$ cat src/rtl/ws2812_pkg.sv
// rtl/ws2812_pkg.sv - shared WS2812 state encodings, default timing and counter helper
package ws2812_pkg;

   typedef enum logic [1:0] {
      SYNC = 2'd0,
      IDLE = 2'd1,
      HIGH = 2'd2,
      LOW  = 2'd3
   } ws_state_t;

   localparam int CNT_W  = 12;

   // Nominal cycle counts at 27 MHz
   localparam int T0H    = 11;
   localparam int T0L    = 23;
   localparam int T1H    = 22;
   localparam int T1L    = 12;
   localparam int TRESET = 1350;

   function automatic logic [CNT_W-1:0] sat_inc(input logic [CNT_W-1:0] v);
      return (&v) ? v : v + CNT_W'(1);
   endfunction

endpackage

$ cat src/rtl/ws2812_pulse_meter.sv
// rtl/ws2812_pulse_meter.sv - din synchronizer, edge detect and saturating high/low run-length counters
module ws2812_pulse_meter
   import ws2812_pkg::*;
(
   input  logic             i_clk,
   input  logic             i_rst,
   input  logic             i_din,
   output logic             o_level,
   output logic             o_rise,
   output logic             o_fall,
   output logic [CNT_W-1:0] o_high_cnt,
   output logic [CNT_W-1:0] o_low_cnt
);

   logic             r_sync1;
   logic             r_sync2;
   logic             r_prev;
   logic [CNT_W-1:0] r_high_cnt;
   logic [CNT_W-1:0] r_low_cnt;

   // Counters hold the number of samples seen at the current level before this cycle
   always_ff @(posedge i_clk) begin
      if (i_rst) begin
         r_sync1    <= 1'b0;
         r_sync2    <= 1'b0;
         r_prev     <= 1'b0;
         r_high_cnt <= '0;
         r_low_cnt  <= '0;
      end else begin
         r_sync1 <= i_din;
         r_sync2 <= r_sync1;
         r_prev  <= r_sync2;
         if (r_sync2) begin
            r_high_cnt <= r_prev ? sat_inc(r_high_cnt) : CNT_W'(1);
            r_low_cnt  <= '0;
         end else begin
            r_low_cnt  <= r_prev ? CNT_W'(1) : sat_inc(r_low_cnt);
         end
      end
   end

   assign o_level    = r_sync2;
   assign o_rise     = r_sync2 & ~r_prev;
   assign o_fall     = ~r_sync2 & r_prev;
   assign o_high_cnt = r_high_cnt;
   assign o_low_cnt  = r_low_cnt;

endmodule

$ cat src/rtl/ws2812_decoder.sv
// rtl/ws2812_decoder.sv - WS2812 line decoder: bit FSM, pixel shift register and frame accounting
module ws2812_decoder
   import ws2812_pkg::*;
#(
   parameter int CLK_FRE      = 27_000_000,
   parameter int BIT_THRESH   = 16,
   parameter int GLITCH_MIN   = 3,
   parameter int HIGH_MAX     = 40,
   parameter int RESET_CYCLES = TRESET,
   parameter int MAX_LEDS     = 12
)
(
   input  logic        CLOCK_27,
   input  logic        reset,
   input  logic        din,
   output logic [23:0] pixel_data,
   output logic        pixel_valid,
   output logic [7:0]  pixel_index,
   output logic        frame_done,
   output logic [7:0]  frame_len,
   output logic        bit_error
);

   // A zero gap length falls back to 50 us derived from the clock frequency
   localparam int LP_GAP_RAW = (RESET_CYCLES > 0) ? RESET_CYCLES : CLK_FRE / 20_000;
   localparam logic [CNT_W-1:0] LP_GAP    = (LP_GAP_RAW > 4095) ? '1 : CNT_W'(LP_GAP_RAW);
   localparam logic [CNT_W-1:0] LP_THRESH = CNT_W'(BIT_THRESH);
   localparam logic [CNT_W-1:0] LP_GMIN   = CNT_W'(GLITCH_MIN);
   localparam logic [CNT_W-1:0] LP_HMAX   = CNT_W'(HIGH_MAX);
   localparam logic [7:0]       LP_MAXL   = (MAX_LEDS > 255) ? 8'hFF : 8'(MAX_LEDS);

   logic             w_level;
   logic             w_rise;
   logic             w_fall;
   logic [CNT_W-1:0] w_high_cnt;
   logic [CNT_W-1:0] w_low_cnt;

   ws_state_t        r_state;
   ws_state_t        w_next;
   logic             w_take_bit;
   logic             w_glitch;
   logic             w_overlong;
   logic             w_frame_end;
   logic             w_bit;
   logic [23:0]      w_word;

   logic [22:0]      r_shift;
   logic [4:0]       r_bit_cnt;
   logic [7:0]       r_pix_cnt;
   logic             r_over;

   ws2812_pulse_meter u_meter (
      .i_clk      (CLOCK_27),
      .i_rst      (reset),
      .i_din      (din),
      .o_level    (w_level),
      .o_rise     (w_rise),
      .o_fall     (w_fall),
      .o_high_cnt (w_high_cnt),
      .o_low_cnt  (w_low_cnt)
   );

   assign w_bit  = (w_high_cnt > LP_THRESH);
   assign w_word = {r_shift, w_bit};

   always_ff @(posedge CLOCK_27) begin
      if (reset) r_state <= SYNC;
      else       r_state <= w_next;
   end

   always_comb begin
      w_next      = r_state;
      w_take_bit  = 1'b0;
      w_glitch    = 1'b0;
      w_overlong  = 1'b0;
      w_frame_end = 1'b0;
      case (r_state)
         SYNC: if (!w_level && w_low_cnt >= LP_GAP) w_next = IDLE;
         IDLE: if (w_rise) w_next = HIGH;
         HIGH: begin
            if (w_high_cnt >= LP_HMAX) begin
               w_overlong = 1'b1;
               w_next     = SYNC;
            end else if (w_fall) begin
               if (w_high_cnt < LP_GMIN) begin
                  // A glitch before any data leaves the decoder outside a frame
                  w_glitch = 1'b1;
                  w_next   = (r_bit_cnt == 5'd0 && r_pix_cnt == 8'd0) ? IDLE : LOW;
               end else begin
                  w_take_bit = 1'b1;
                  w_next     = LOW;
               end
            end
         end
         LOW: begin
            if (w_rise) begin
               w_next = HIGH;
            end else if (w_low_cnt >= LP_GAP) begin
               w_frame_end = 1'b1;
               w_next      = IDLE;
            end
         end
         default: w_next = SYNC;
      endcase
   end

   always_ff @(posedge CLOCK_27) begin
      if (reset) begin
         pixel_data  <= '0;
         pixel_valid <= 1'b0;
         pixel_index <= '0;
         frame_done  <= 1'b0;
         frame_len   <= '0;
         bit_error   <= 1'b0;
         r_shift     <= '0;
         r_bit_cnt   <= '0;
         r_pix_cnt   <= '0;
         r_over      <= 1'b0;
      end else begin
         pixel_valid <= 1'b0;
         frame_done  <= 1'b0;
         bit_error   <= 1'b0;
         if (w_take_bit) begin
            r_shift <= w_word[22:0];
            if (r_bit_cnt == 5'd23) begin
               r_bit_cnt <= '0;
               r_pix_cnt <= (&r_pix_cnt) ? r_pix_cnt : r_pix_cnt + 8'd1;
               if (r_pix_cnt < LP_MAXL) begin
                  pixel_valid <= 1'b1;
                  pixel_data  <= w_word;
                  pixel_index <= r_pix_cnt;
               end else if (!r_over) begin
                  bit_error <= 1'b1;
                  r_over    <= 1'b1;
               end
            end else begin
               r_bit_cnt <= r_bit_cnt + 5'd1;
            end
         end
         if (w_glitch) bit_error <= 1'b1;
         if (w_overlong || w_frame_end) begin
            r_shift   <= '0;
            r_bit_cnt <= '0;
            r_pix_cnt <= '0;
            r_over    <= 1'b0;
         end
         if (w_overlong) bit_error <= 1'b1;
         if (w_frame_end) begin
            frame_done <= 1'b1;
            frame_len  <= r_pix_cnt;
            if (r_bit_cnt != 5'd0) bit_error <= 1'b1;
         end
      end
   end

endmodule
$ cat config.mk
export PLATFORM = sky130hd
export DESIGN_NAME = ws2812_decoder
export DESIGN_NICKNAME = d
export VERILOG_FILES = /design/src/rtl/ws2812_pkg.sv /design/src/rtl/ws2812_pulse_meter.sv /design/src/rtl/ws2812_decoder.sv
export SDC_FILE = /design/constraint.sdc
export NUM_CORES = 1
export LEC_CHECK = 0
export CAP_MARGIN = 20
export CORE_MARGIN = 10
export CORE_UTILIZATION = 25
export DETAILED_ROUTE_END_ITERATION = 10
export PLACE_DENSITY = 0.45
export SETUP_SLACK_MARGIN = 0.1
export SYNTH_ARGS = -nofsm -noshare
export SYNTH_HDL_FRONTEND = slang
export SYNTH_HIERARCHICAL = 1
export SYNTH_SLANG_ARGS = --single-unit
$ cat constraint.sdc
create_clock -name CLOCK_27 -period 1.8 [get_ports CLOCK_27]
set_input_delay 0.18 -clock CLOCK_27 [delete_from_list [all_inputs] [get_ports CLOCK_27]]
set_output_delay 0.18 -clock CLOCK_27 [all_outputs]
set_load 0.02 [all_outputs]
==> run metrics <==
number of clock sinks 109; Fin Setup TNS -6.95 ns; CP Class reg -> reg; Layout area overhead 54.0%; Startpoint Class flop; Power Density 630 mW/mm^2; sequential share of the synthesized area 46.7%; Worst setup EP type flop; cell taking the most area after synthesis dfxtp_1; max cap viols 0; actual slew at the worst max-slew pin ~0.46 ns; Pwr Total 4.53 mW; final worst slack -0.153 ns; worst min path class in -> reg; Vias 4234; Synth area leaders dfxtp_1 (47%), mux2i_1 (8.6%), nand2_1 (5.9%), nor2_1 (5.1%), a21oi_1 (4.5%); Syn Inst Count 522; Layout Nets 657; Slew headroom 68.8%; post-DR vias/cell 4.80; pin count of the biggest net entering global routing 29; CTS Buf Count 9; minimum clock period after layout 1.95 ns; final period utilization 108%; post-route non-filler standard cell count 882; critical-path maximum fanout 6; synthesized cell area 0.00467 mm^2; fill count approximately 1800; DP Cell Count 841; Ports 46; diode count 0; Worst-path clk slew roughly 0.080 ns; Max rail drop VDD 0.456 mV; CTS root buf clkbuf_16; Core ar. between 0.015 and 0.02 mm^2; FF/Latch Area 0.00220 mm^2; share of post-route cells with drive strength above 1 35.2%; Design Area, Final around 0.0072 mm^2; Tot GR Track Use under 10%; initial core utilization 25.7%; DRT Pass-1 Iters 4; Die ar. 0.0246 mm^2; status finished, violations left; clk buf depth 2; Post-DP HPWL 8.12 mm; H-tree depth 3; Hold Buf Count CTS 0; Syn Area/Cell 8.95 um^2; Port Buffers 45; Setup Skew 0.00867 ns; Synth top area share between 40% and 50%; chip height 157 um; Synth top cells by count dfxtp_1 (109), nand2_1 (74), nor2_1 (63); Syn. warnings 6; static leakage 2.61 nW; initial antenna violation count 0; FF+latch count, synth 109; dpl cell area 0.00588 mm^2; count of final setup violators 66; Routed WL 13.0 mm; asr flop ratio synth 0%; # DRC 0; number of DRC markers in iteration 0 184; DR WL/cell 14.8 um; Syn Nets about 530; routability cong. 0.782; RSZ-0062 raised after global routing true; die width around 160 um; Rows approximately 50; failing checks setup timing; ys flop type dfxtp_1; TritonCTS clock tree yes; Slew Viols, Final 0; Post-synth EDFFs 0; vias in the first global route 3967; Crit path required time approximately 2.1 ns; Worst-Skew Late Latency ~0.36 ns; first-pass GRT wire length 19.7 mm; Multi-input gate area 0.00293 mm^2; Worst Path Arrival ~2.2 ns; GRT overflow 0; post-route antenna net violation count 0; Fmax achieved 512 MHz; most common cell in the synthesized netlist dfxtp_1; Unique masters post-synth slightly above 60; Fin. Hold Viols 0
==> what timing repair did <==
action,4_1_cts,5_1_grt
cloned,2,7
endpoints found under the setup margin,80,97
buffers inserted,5,13
resized for setup,34,137
pin swaps,9,78
==> final timing paths <==
path                                 startpoint                    endpoint  slack, ns  cells after the start
min reg2reg          u_meter/r_sync1$_SDFF_PP0_  u_meter/o_level$_SDFF_PP0_       0.44                      1
max reg2reg  u_meter/o_high_cnt[4]$_SDFFE_PP0P_   r_bit_cnt[0]$_SDFFE_PP0N_      -0.15                      8
max          u_meter/o_high_cnt[4]$_SDFFE_PP0P_   r_bit_cnt[0]$_SDFFE_PP0N_      -0.15                      8
min                                       reset  u_meter/o_level$_SDFF_PP0_       0.12                      2
==> metal layers <==
| layer | vias up | global-route usage (%) | share of wire (%) |
|---|---|---|---|
| met5 | - | 0 | 0 |
| met2 | 62 | 15.4 | 46 |
| li1 | 2126 | - | - |
| met1 | 2030 | 12.2 | 48 |
| met3 | 16 | 2.58 | 4.2 |
| met4 | 0 | 4.04 | 1.7 |
==> layout by cell type (no fill, tap or decap), types with 10 or more instances in the layout <==
master	count
buf_4	60
a21oi_1	12
clkdlybuf4s50_1	44
dfxtp_1	98
clkbuf_16	15
mux2i_1	38
nand3_1	16
nand2_1	42
nor2_1	59
dfxtp_2	10
a21oi_2	28
nand2_4	22
nand2_2	10
buf_6	16
==> critical path: stages (launching register included) <==
cell and delay (ns):
dfxtp_2 0.32, or4_4 0.56, buf_6 0.14, o211a_1 0.23, nand2_2 0.13, buf_8 0.16, clkbuf_16 0.18, nand2_4 0.05
a21oi_2 0.12
==> through the flow <==
stage	hold WS [ns]	util (%)	setup slack, ns
floorplan	0.308	-	-0.0580
global placement	0.432	32.4	-0.130
detailed placement	0.428	32.4	-0.181
CTS	0.105	35.3	-0.137
global route	0.129	39.6	-0.223
finish	0.124	39.6	-0.153
==> registers in the layout, indices dropped and copies added, names as in the netlist <==
signal              flops
frame_done              1
r_pix_cnt               8
u_meter/r_sync1         1
r_over                  1
pixel_index             8
bit_error               1
u_meter/o_level         1
u_meter/o_high_cnt     12
r_shift                23
frame_len               8
pixel_data             24
r_bit_cnt               5
u_meter/o_low_cnt      12
u_meter/r_prev          1
r_state                 2
pixel_valid             1
==> power breakdown <==
group	total (mW)	internal, mW	switching, mW
combinational	0.158	0.0655	0.0928
sequential	2.42	2.42	0.00760
clock	1.95	0.997	0.953
total	4.53	3.48	1.05
==> cell families (layout without fill, tap and decap cells) <==
group | after synthesis | after routing | share of synthesized area, %
flip-flops | 109 | 109 | 46.7
XOR/XNOR | 6 | 6 | 1.13
buffers and inverters | 34 | 165 | 3.51
multiplexers | 40 | 40 | 8.57
AND/OR/NAND/NOR | 236 | 236 | 25.4
adder cells (fa/ha/maj) | 6 | 6 | 1.61
AO/OA/AOI/OAI | 91 | 91 | 13.1
==> cell type report <==
type	count	share of cell area, %
Sequential cell	109	30.6
Inverter	10	0.522
Tap cell	229	3.98
Timing Repair Buffer	139	20.3
Clock buffer	11	3.37
Clock inverter	5	0.591
Multi-Input combinational cell	379	40.7
Note: power is estimated with default switching activity, not from simulation.
